<file path="src/rtl/uart_word_assembler.sv">
// Packs consecutive UART receiver bytes into 32-bit words and hands them out
// over a valid/ready port with a running word address and stale-byte timeout.
module uart_word_assembler #(
  parameter int ADDR_W       = 8,
  parameter int TIMEOUT_CLKS = 4000,
  parameter bit MSB_FIRST    = 1'b0
) (
  input  logic              clk,
  input  logic              rst_n,
  input  logic              rx_done_tick,
  input  logic [7:0]        rx_data,
  input  logic              clear,
  output logic [31:0]       word_data,
  output logic              word_valid,
  input  logic              word_ready,
  output logic [ADDR_W-1:0] word_addr,
  output logic              overrun,
  output logic              timeout_tick
);

  localparam int TMR_W = (TIMEOUT_CLKS > 0) ? $clog2(TIMEOUT_CLKS + 1) : 1;
  localparam logic [TMR_W-1:0] TMR_LAST =
    TMR_W'((TIMEOUT_CLKS > 0) ? TIMEOUT_CLKS - 1 : 0);

  typedef enum logic {EMPTY = 1'b0, FULL = 1'b1} out_state_t;

  logic [1:0]       byte_cnt;
  logic [23:0]      partial;
  logic [TMR_W-1:0] timer;
  out_state_t       state;

  logic word_done;
  logic xfer;
  logic timer_expire;

  // Drops byte idx (0..2) into its lane of the 24-bit partial register.
  function automatic logic [23:0] place_byte(input logic [23:0] cur,
                                             input logic [1:0]  idx,
                                             input logic [7:0]  b);
    logic [23:0] r;
    r = cur;
    if (MSB_FIRST) begin
      case (idx)
        2'd0:    r[23:16] = b;
        2'd1:    r[15:8]  = b;
        default: r[7:0]   = b;
      endcase
    end else begin
      case (idx)
        2'd0:    r[7:0]   = b;
        2'd1:    r[15:8]  = b;
        default: r[23:16] = b;
      endcase
    end
    return r;
  endfunction

  function automatic logic [31:0] final_word(input logic [23:0] p,
                                             input logic [7:0]  b);
    return MSB_FIRST ? {p, b} : {b, p};
  endfunction

  assign word_done    = rx_done_tick && (byte_cnt == 2'd3);
  assign xfer         = (state == FULL) && word_ready;
  assign timer_expire = (TIMEOUT_CLKS > 0) && (byte_cnt != 2'd0) &&
                        !rx_done_tick && (timer == TMR_LAST);
  assign word_valid   = (state == FULL);

  // Byte collector and inter-byte timer; an arriving byte always beats expiry.
  always_ff @(posedge clk or negedge rst_n) begin
    if (!rst_n) begin
      byte_cnt     <= 2'd0;
      partial      <= 24'd0;
      timer        <= '0;
      timeout_tick <= 1'b0;
    end else if (clear) begin
      byte_cnt     <= 2'd0;
      timer        <= '0;
      timeout_tick <= 1'b0;
    end else begin
      timeout_tick <= 1'b0;
      if (rx_done_tick) begin
        byte_cnt <= byte_cnt + 2'd1;
        timer    <= '0;
        if (byte_cnt != 2'd3)
          partial <= place_byte(partial, byte_cnt, rx_data);
      end else if (byte_cnt == 2'd0) begin
        timer <= '0;
      end else if (timer_expire) begin
        byte_cnt     <= 2'd0;
        timer        <= '0;
        timeout_tick <= 1'b1;
      end else if (TIMEOUT_CLKS > 0) begin
        timer <= timer + TMR_W'(1);
      end
    end
  end

  // Output register: a completed word is only taken when the slot is empty
  // or being emptied on the same edge; otherwise it is dropped.
  always_ff @(posedge clk or negedge rst_n) begin
    if (!rst_n) begin
      state     <= EMPTY;
      word_data <= 32'd0;
      word_addr <= '0;
      overrun   <= 1'b0;
    end else if (clear) begin
      state     <= EMPTY;
      word_addr <= '0;
      overrun   <= 1'b0;
    end else begin
      case (state)
        EMPTY: begin
          if (word_done) begin
            word_data <= final_word(partial, rx_data);
            state     <= FULL;
          end
        end
        FULL: begin
          if (xfer) begin
            word_addr <= word_addr + ADDR_W'(1);
            if (word_done)
              word_data <= final_word(partial, rx_data);
            else
              state <= EMPTY;
          end else if (word_done) begin
            overrun <= 1'b1;
          end
        end
        default: state <= EMPTY;
      endcase
    end
  end

endmodule
</file>
<file path="config.mk">
export PLATFORM = sky130hd
export DESIGN_NAME = uart_word_assembler
export DESIGN_NICKNAME = d
export VERILOG_FILES = /design/src/rtl/uart_word_assembler.sv
export SDC_FILE = /design/constraint.sdc
export NUM_CORES = 1
export LEC_CHECK = 0
export BUFFER_PORTS_ARGS = -buffer_cell sky130_fd_sc_hd__buf_2
export CAP_MARGIN = 20
export CORE_MARGIN = 2
export CORE_UTILIZATION = 25
export DETAILED_ROUTE_END_ITERATION = 7
export PLACE_DENSITY = 0.5
export RECOVER_POWER = 50
export SYNTH_ARGS = -nofsm -noshare
export SYNTH_HDL_FRONTEND = slang
export SYNTH_SLANG_ARGS = --single-unit
export TNS_END_PERCENT = 100
</file>
<file path="constraint.sdc">
create_clock -name clk -period 1.5 [get_ports clk]
set_input_delay 0.075 -clock clk [delete_from_list [all_inputs] [get_ports clk]]
set_output_delay 0.075 -clock clk [all_outputs]
set_load 0.05 [all_outputs]
</file>
==> flow_metrics.env, run 1 <==
export IMPL_io_pins=56
export IMPL_powerDensity_nw_per_um2=1420
export IMPL_drt_iter0_drc=85
export IMPL_reg2reg_from="byte_cnt[1]"
export IMPL_wirelength_met1_mm=3.24
export IMPL_hold_path_class="in -> reg"
export IMPL_yosys_area_top_type_share_pct=61.3
export IMPL_p_leak_nw=2.18
export IMPL_grt_overflow_total=0
export IMPL_detail_route_wirelength_mm=6.80
export IMPL_synth_avg_cell_area_um2=13.8
export IMPL_netlist_area_um2=3300
export IMPL_hold_slack_ns=0.0246
export IMPL_yosys_warnings=0
export IMPL_fin_ws_ns=-0.0735
export IMPL_rows=42
export IMPL_fp_dieH_um=119
export IMPL_grt_pass1_vias=2080
export IMPL_cts_sinks=81
export IMPL_critPathRequiredTime_ns=1.72
export IMPL_critPathMaxFanout=8
export IMPL_synth_area_top_cells="dfrtp_1, mux2_2, xor2_1"
export IMPL_root_buffer="clkbuf_16"
export IMPL_final_setup_skew_ns=0.00445
export IMPL_drc=0
export IMPL_tns_ns=-0.651
export IMPL_highest_layer="met4"
export IMPL_stdcell_count=504
export IMPL_drive_gt1_share_pct=52.1
export IMPL_nets=343
export IMPL_period_share_pct=105
export IMPL_vias=2131
export IMPL_clock_path_buffers=2
export IMPL_worstSetupStartpoint="byte_cnt[1]"
export IMPL_grt_usage_pct=9.91
export IMPL_ir_worst_vdd_uv=628
export IMPL_setup_violations=18
export IMPL_synth_nets=259
export IMPL_hold_start="rx_data[0]"
export IMPL_dr_pass1_iters=4
export IMPL_cts_buffers=9
export IMPL_max_freq_mhz=636
export IMPL_portBuffers=55
export IMPL_hold_viol_final=0
export IMPL_grt_pass1_wl_mm=10.9
export IMPL_cts_max_level=3
export IMPL_antenna_cells=0
export IMPL_core_area_um2=13100
export IMPL_fin_crit_ns=1.57
export IMPL_area_growth_pct=34.4
export IMPL_grt_setup_unrepaired="yes"
export IMPL_seq_area_frac_synth_pct=61.3
export IMPL_dpl_hpwl_mm=4.62
export IMPL_route_met3_wl_um=230
export IMPL_grt_max_degree=33
export IMPL_drv_slew=0
export IMPL_tightest_slew_ns=0.766
export IMPL_start_kind="register"
export IMPL_end_kind="register"
export IMPL_status="complete, but fails checks"
export IMPL_die_w_um=119
export IMPL_routed_via_density=4.23
export IMPL_die_area_um2=14200
export IMPL_wl_per_cell_um=13.5
export IMPL_dp_cells=483
export IMPL_crit_arrival_ns=1.79
export IMPL_yosys_area_top_type="dfrtp_1"
export IMPL_synth_cells=239
export IMPL_wl_met2_mm=3.19
export IMPL_cap_violations=0
export IMPL_violations="setup timing"
export IMPL_finalWeightedCongestion=0.738
export IMPL_critical_path_class="reg -> reg"
export IMPL_synth_distinct_cells=25
export IMPL_cts_tree="yes"
export IMPL_ant_nets=0
export IMPL_insertion_delay_ns=0.33
export IMPL_relSlewSlack_pct=48.9
export IMPL_path_clk_slew_ns=0.06
export IMPL_initial_core_util_pct=25.3
export IMPL_antenna_found_initial=0
export IMPL_nFillCells=1302
export IMPL_yosys_register_bits=81
==> cells in the mapped netlist <==
cell type  count
xnor2_1        5
a22o_1         1
nand4b_1       1
nor2_1        25
nor3b_1        1
nand2b_1       2
nor3_1         3
a21oi_1        2
nand4_1        7
and3_1         3
nand2_1        9
a32o_1         1
clkbuf_1       2
nor4b_4        1
nand3_1        8
dfrtp_1       81
o21ba_2        1
and4_1         3
buf_2          3
inv_1          3
mux2_2        56
xor2_1        12
and2b_1        1
or3_1          1
ha_1           7
==> layout by cell type, fill, tap and decap left out, types with 3 or more instances in the layout <==
master     instances
clkinv_4           3
mux2_4            15
clkbuf_16          9
and4_1             3
xor2_1            12
mux2_2            41
nor2_2             7
nor2_1            18
ha_2               3
and3_1             3
xnor2_1            5
buf_6              3
dfrtp_1           80
buf_2             54
nand2_1            7
nor3_1             3
nand3_1            7
buf_4             14
nand4_1            7
==> flip-flops by register name, indices dropped and copies added (netlist names) <==
name	cells
byte_cnt	2
overrun	1
partial	24
timeout_tick	1
timer	12
word_addr	8
word_data	32
word_valid	1
==> layer usage <==
metal  vias up  track usage, %
li1       1002               -
met1      1090            12.7
met2        30            15.6
met3         9            2.73
met4         0            4.69
met5         -               0
==> where the power goes <==
group	leakage, nW	internal, W	switching, W
sequential	1.07	0.00254	0.000182
combinational	0.965	0.000512	0.000827
clock	0.152	0.00139	0.000880
total	2.18	0.00444	0.00189
==> path summary, 6_finish.rpt <==
check / endpoint / slack, ns / cells past startpoint
min in group asynchronous: partial[15] / 0.36 / 2
worst min register to register: word_data[4] / 0.50 / 1
worst min-delay path: partial[16] / 0.02 / 2
worst max-delay path: partial[23] / -0.07 / 5
worst max register to register: partial[23] / -0.07 / 5
max in group asynchronous: byte_cnt[0] / 0.21 / 3
==> worst max-delay path: stages (launching register included) <==
cell	delay, ns
dfrtp_1	0.43
inv_2	0.09
ha_4	0.18
nor4b_4	0.26
buf_6	0.20
mux2_4	0.31
==> repair_timing <==
action,CTS,global route
pin swaps,1,5
endpoints found under the hold margin,28,0
cloned,0,1
hold buffers,1,0
endpoints found under the setup margin,26,33
buffers inserted,1,2
gates resized for setup,7,31
==> logic make-up (layout without fill, tap and decap cells) <==
| group | Yosys count | after routing | share of synthesized area (%) |
|---|---|---|---|
| flops | 81 | 81 | 61.3 |
| compound gates | 5 | 5 | 1.17 |
| buf+inv | 8 | 96 | 1.02 |
| fa+ha+maj | 7 | 7 | 2.65 |
| simple gates | 65 | 66 | 10.2 |
| mux | 56 | 56 | 19.1 |
| xor+xnor | 17 | 17 | 4.51 |
==> area by class of cell <==
type / count / area, µm² / share of cell area, %
clock buffer: 11 / 253 / 5.69
inverter: 3 / 11.3 / 0.254
sequential: 81 / 2030 / 45.7
timing repair buffer: 77 / 479 / 10.8
multi-input combinational: 151 / 1390 / 31.2
tap: 176 / 220 / 4.96
clock inverter: 5 / 63.8 / 1.44
==> stage by stage <==
stage	utilization [%]	cell area, µm²	setup WS, ns	power (W)
detailed placement	30.4	3980	-0.134	0.00401
finish	33.9	4440	-0.0735	0.00633
global route	33.9	4440	-0.146	0.00662
global placement	30.4	3980	-0.0681	0.00398
floorplan	-	3320	-0.109	0.00362
CTS	33.2	4340	-0.0622	0.00632
Note: power is estimated with default switching activity, not from simulation.
==> run 2, diff against run 1 <==
--- a/config.mk
+++ b/config.mk
@@ -12,6 +12,7 @@
 export DETAILED_ROUTE_END_ITERATION = 7
 export PLACE_DENSITY = 0.5
 export RECOVER_POWER = 50
+export SKIP_CTS_REPAIR_TIMING = 1
 export SYNTH_ARGS = -nofsm -noshare
 export SYNTH_HDL_FRONTEND = slang
 export SYNTH_SLANG_ARGS = --single-unit
==> constraint.sdc (replaced) <==
create_clock -name clk -period 1.28 [get_ports clk]
set_input_delay 0.384 -clock clk [delete_from_list [all_inputs] [get_ports clk]]
set_output_delay 0.384 -clock clk [all_outputs]
set_load 0.05 [all_outputs]
==> flow_metrics.env, run 2 (synthesized netlist as in run 1, its figures left out) <==
export IMPL_tightest_slew_ns=1.03
export IMPL_largest_reg_flops=32
export IMPL_power_share_switching_pct=29.2
export IMPL_rows=42
export IMPL_setup_violations=83
export IMPL_finish_utilization_pct=40.7
export IMPL_dr_pass1_iters=3
export IMPL_drc=0
export IMPL_vias=2327
export IMPL_dp_cells=498
export IMPL_p_seq_share_pct=40.6
export IMPL_nets=392
export IMPL_powerDensity_nw_per_um2=1500
export IMPL_path_clk_slew_ns=0.06
export IMPL_internal_power_w=0.00565
export IMPL_p_leak_nw=2.65
export IMPL_wl_per_cell_um=13.7
export IMPL_die_area_um2=14200
export IMPL_root_buffer="clkbuf_16"
export IMPL_finalWeightedCongestion=0.759
export IMPL_max_freq_mhz=626
export IMPL_crit_arrival_ns=1.81
export IMPL_antenna_cells=0
export IMPL_power_frac_comb_pct=26.5
export IMPL_initial_core_util_pct=25.3
export IMPL_grt_usage_pct=10.4
export IMPL_critPathMaxFanout=8
export IMPL_hold_slack_ns=0.313
export IMPL_detail_route_wirelength_mm=7.56
export IMPL_drive_gt1_share_pct=61.5
export IMPL_pre_cts_slack_ns=-0.415
export IMPL_p_sw_w=0.00233
export IMPL_io_pins=56
export IMPL_antenna_found_initial=0
export IMPL_cts_buffers=9
export IMPL_relSlewSlack_pct=31.5
export IMPL_place_area_um2=4300
export IMPL_dpl_hpwl_mm=4.72
export IMPL_fin_crit_ns=1.60
export IMPL_hold_path_class="in -> async"
export IMPL_stdcell_count=553
export IMPL_final_setup_skew_ns=0.0100
export IMPL_die_w_um=119
export IMPL_drv_slew=0
export IMPL_grt_max_degree=82
export IMPL_cap_violations=0
export IMPL_routed_via_density=4.21
export IMPL_ant_nets=0
export IMPL_status="complete, but fails checks"
export IMPL_core_area_um2=13100
export IMPL_area_growth_pct=61.3
export IMPL_mostFrequentLayoutCells="dfrtp_1, buf_4, mux2_4, buf_6, nor2_1"
export IMPL_grt_setup_unrepaired="yes"
export IMPL_grt_pass1_wl_mm=11.3
export IMPL_hold_viol_final=0
export IMPL_regMostFlops="word_data"
export IMPL_critical_path_class="reg -> reg"
export IMPL_cts_max_level=3
export IMPL_end_kind="register"
export IMPL_fp_dieH_um=119
export IMPL_grt_pass1_vias=2143
export IMPL_layout_commonest_cell="dfrtp_1"
export IMPL_period_share_pct=125
export IMPL_critPathRequiredTime_ns=1.50
export IMPL_portBuffers=55
export IMPL_pwr_share_clk_pct=32.9
export IMPL_cts_sinks=81
export IMPL_start_kind="register"
export IMPL_final_cell_area_um2=5330
export IMPL_clock_path_buffers=2
export IMPL_fin_ws_ns=-0.316
export IMPL_violations="setup timing"
export IMPL_reg_top3="word_data (32), partial (24), timer (12)"
export IMPL_insertion_delay_ns=0.34
export IMPL_drt_iter0_drc=140
export IMPL_cts_tree="yes"
export IMPL_rr_worst_depth=5
export IMPL_ir_worst_vdd_uv=578
export IMPL_grt_overflow_total=0
[run 2: per-stage QoR]
step	power, W	setup TNS [ns]
finish	0.00798	-15.08
global route	0.00834	-19.34
CTS	0.00750	-20.73
detailed placement	0.00484	-19.08
global placement	0.00480	-18.08
floorplan	0.00437	-7.02
[run 2: cell type report]
class	instances	area, µm²
clock inverter	5	63.8
fill	1217	7760
tap	176	220
timing repair buffer	126	1200
sequential	81	2040
clock buffer	11	243
multi-input combinational	151	1560
inverter	3	11.3
[run 2: per-layer routing]
| metal | GRT usage [%] | wire, µm | part of all wire, % | vias up |
|---|---|---|---|---|
| met3 | 4.02 | 325 | 4.3 | 5 |
| li1 | - | - | - | 1101 |
| met5 | 0 | 0 | 0 | - |
| met1 | 13.7 | 3570 | 47 | 1173 |
| met4 | 3.35 | 71 | 0.94 | 0 |
| met2 | 15.5 | 3600 | 48 | 48 |
[run 2: power by group through the flow]
stage / Sequential, W / Clock, W / Combinational, W
2_1_floorplan: 0.00383 / 0 / 0.000543
6_report: 0.00324 / 0.00263 / 0.00211
4_1_cts: 0.00320 / 0.00271 / 0.00159
3_5_place_dp: 0.00325 / 0 / 0.00159
5_1_grt: 0.00329 / 0.00283 / 0.00221
3_3_place_gp: 0.00324 / 0 / 0.00156
[run 2: worst paths after layout]
check | end | slack (ns) | from
max | partial[20] | -0.32 | byte_cnt[1]
min | partial[4] | 0.31 | rst_n
max reg2reg | partial[20] | -0.32 | byte_cnt[1]
min reg2reg | word_data[18] | 0.50 | partial[18]
max in group asynchronous | word_valid | 0.22 | rst_n
min in group clk | partial[16] | 0.34 | rx_data[0]
[run 2: critical path, stage by stage, from the launching register on]
cell,delay (ns)
dfrtp_1,0.41
inv_2,0.08
ha_2,0.19
nor4b_4,0.31
buf_12,0.17
mux2_2,0.33
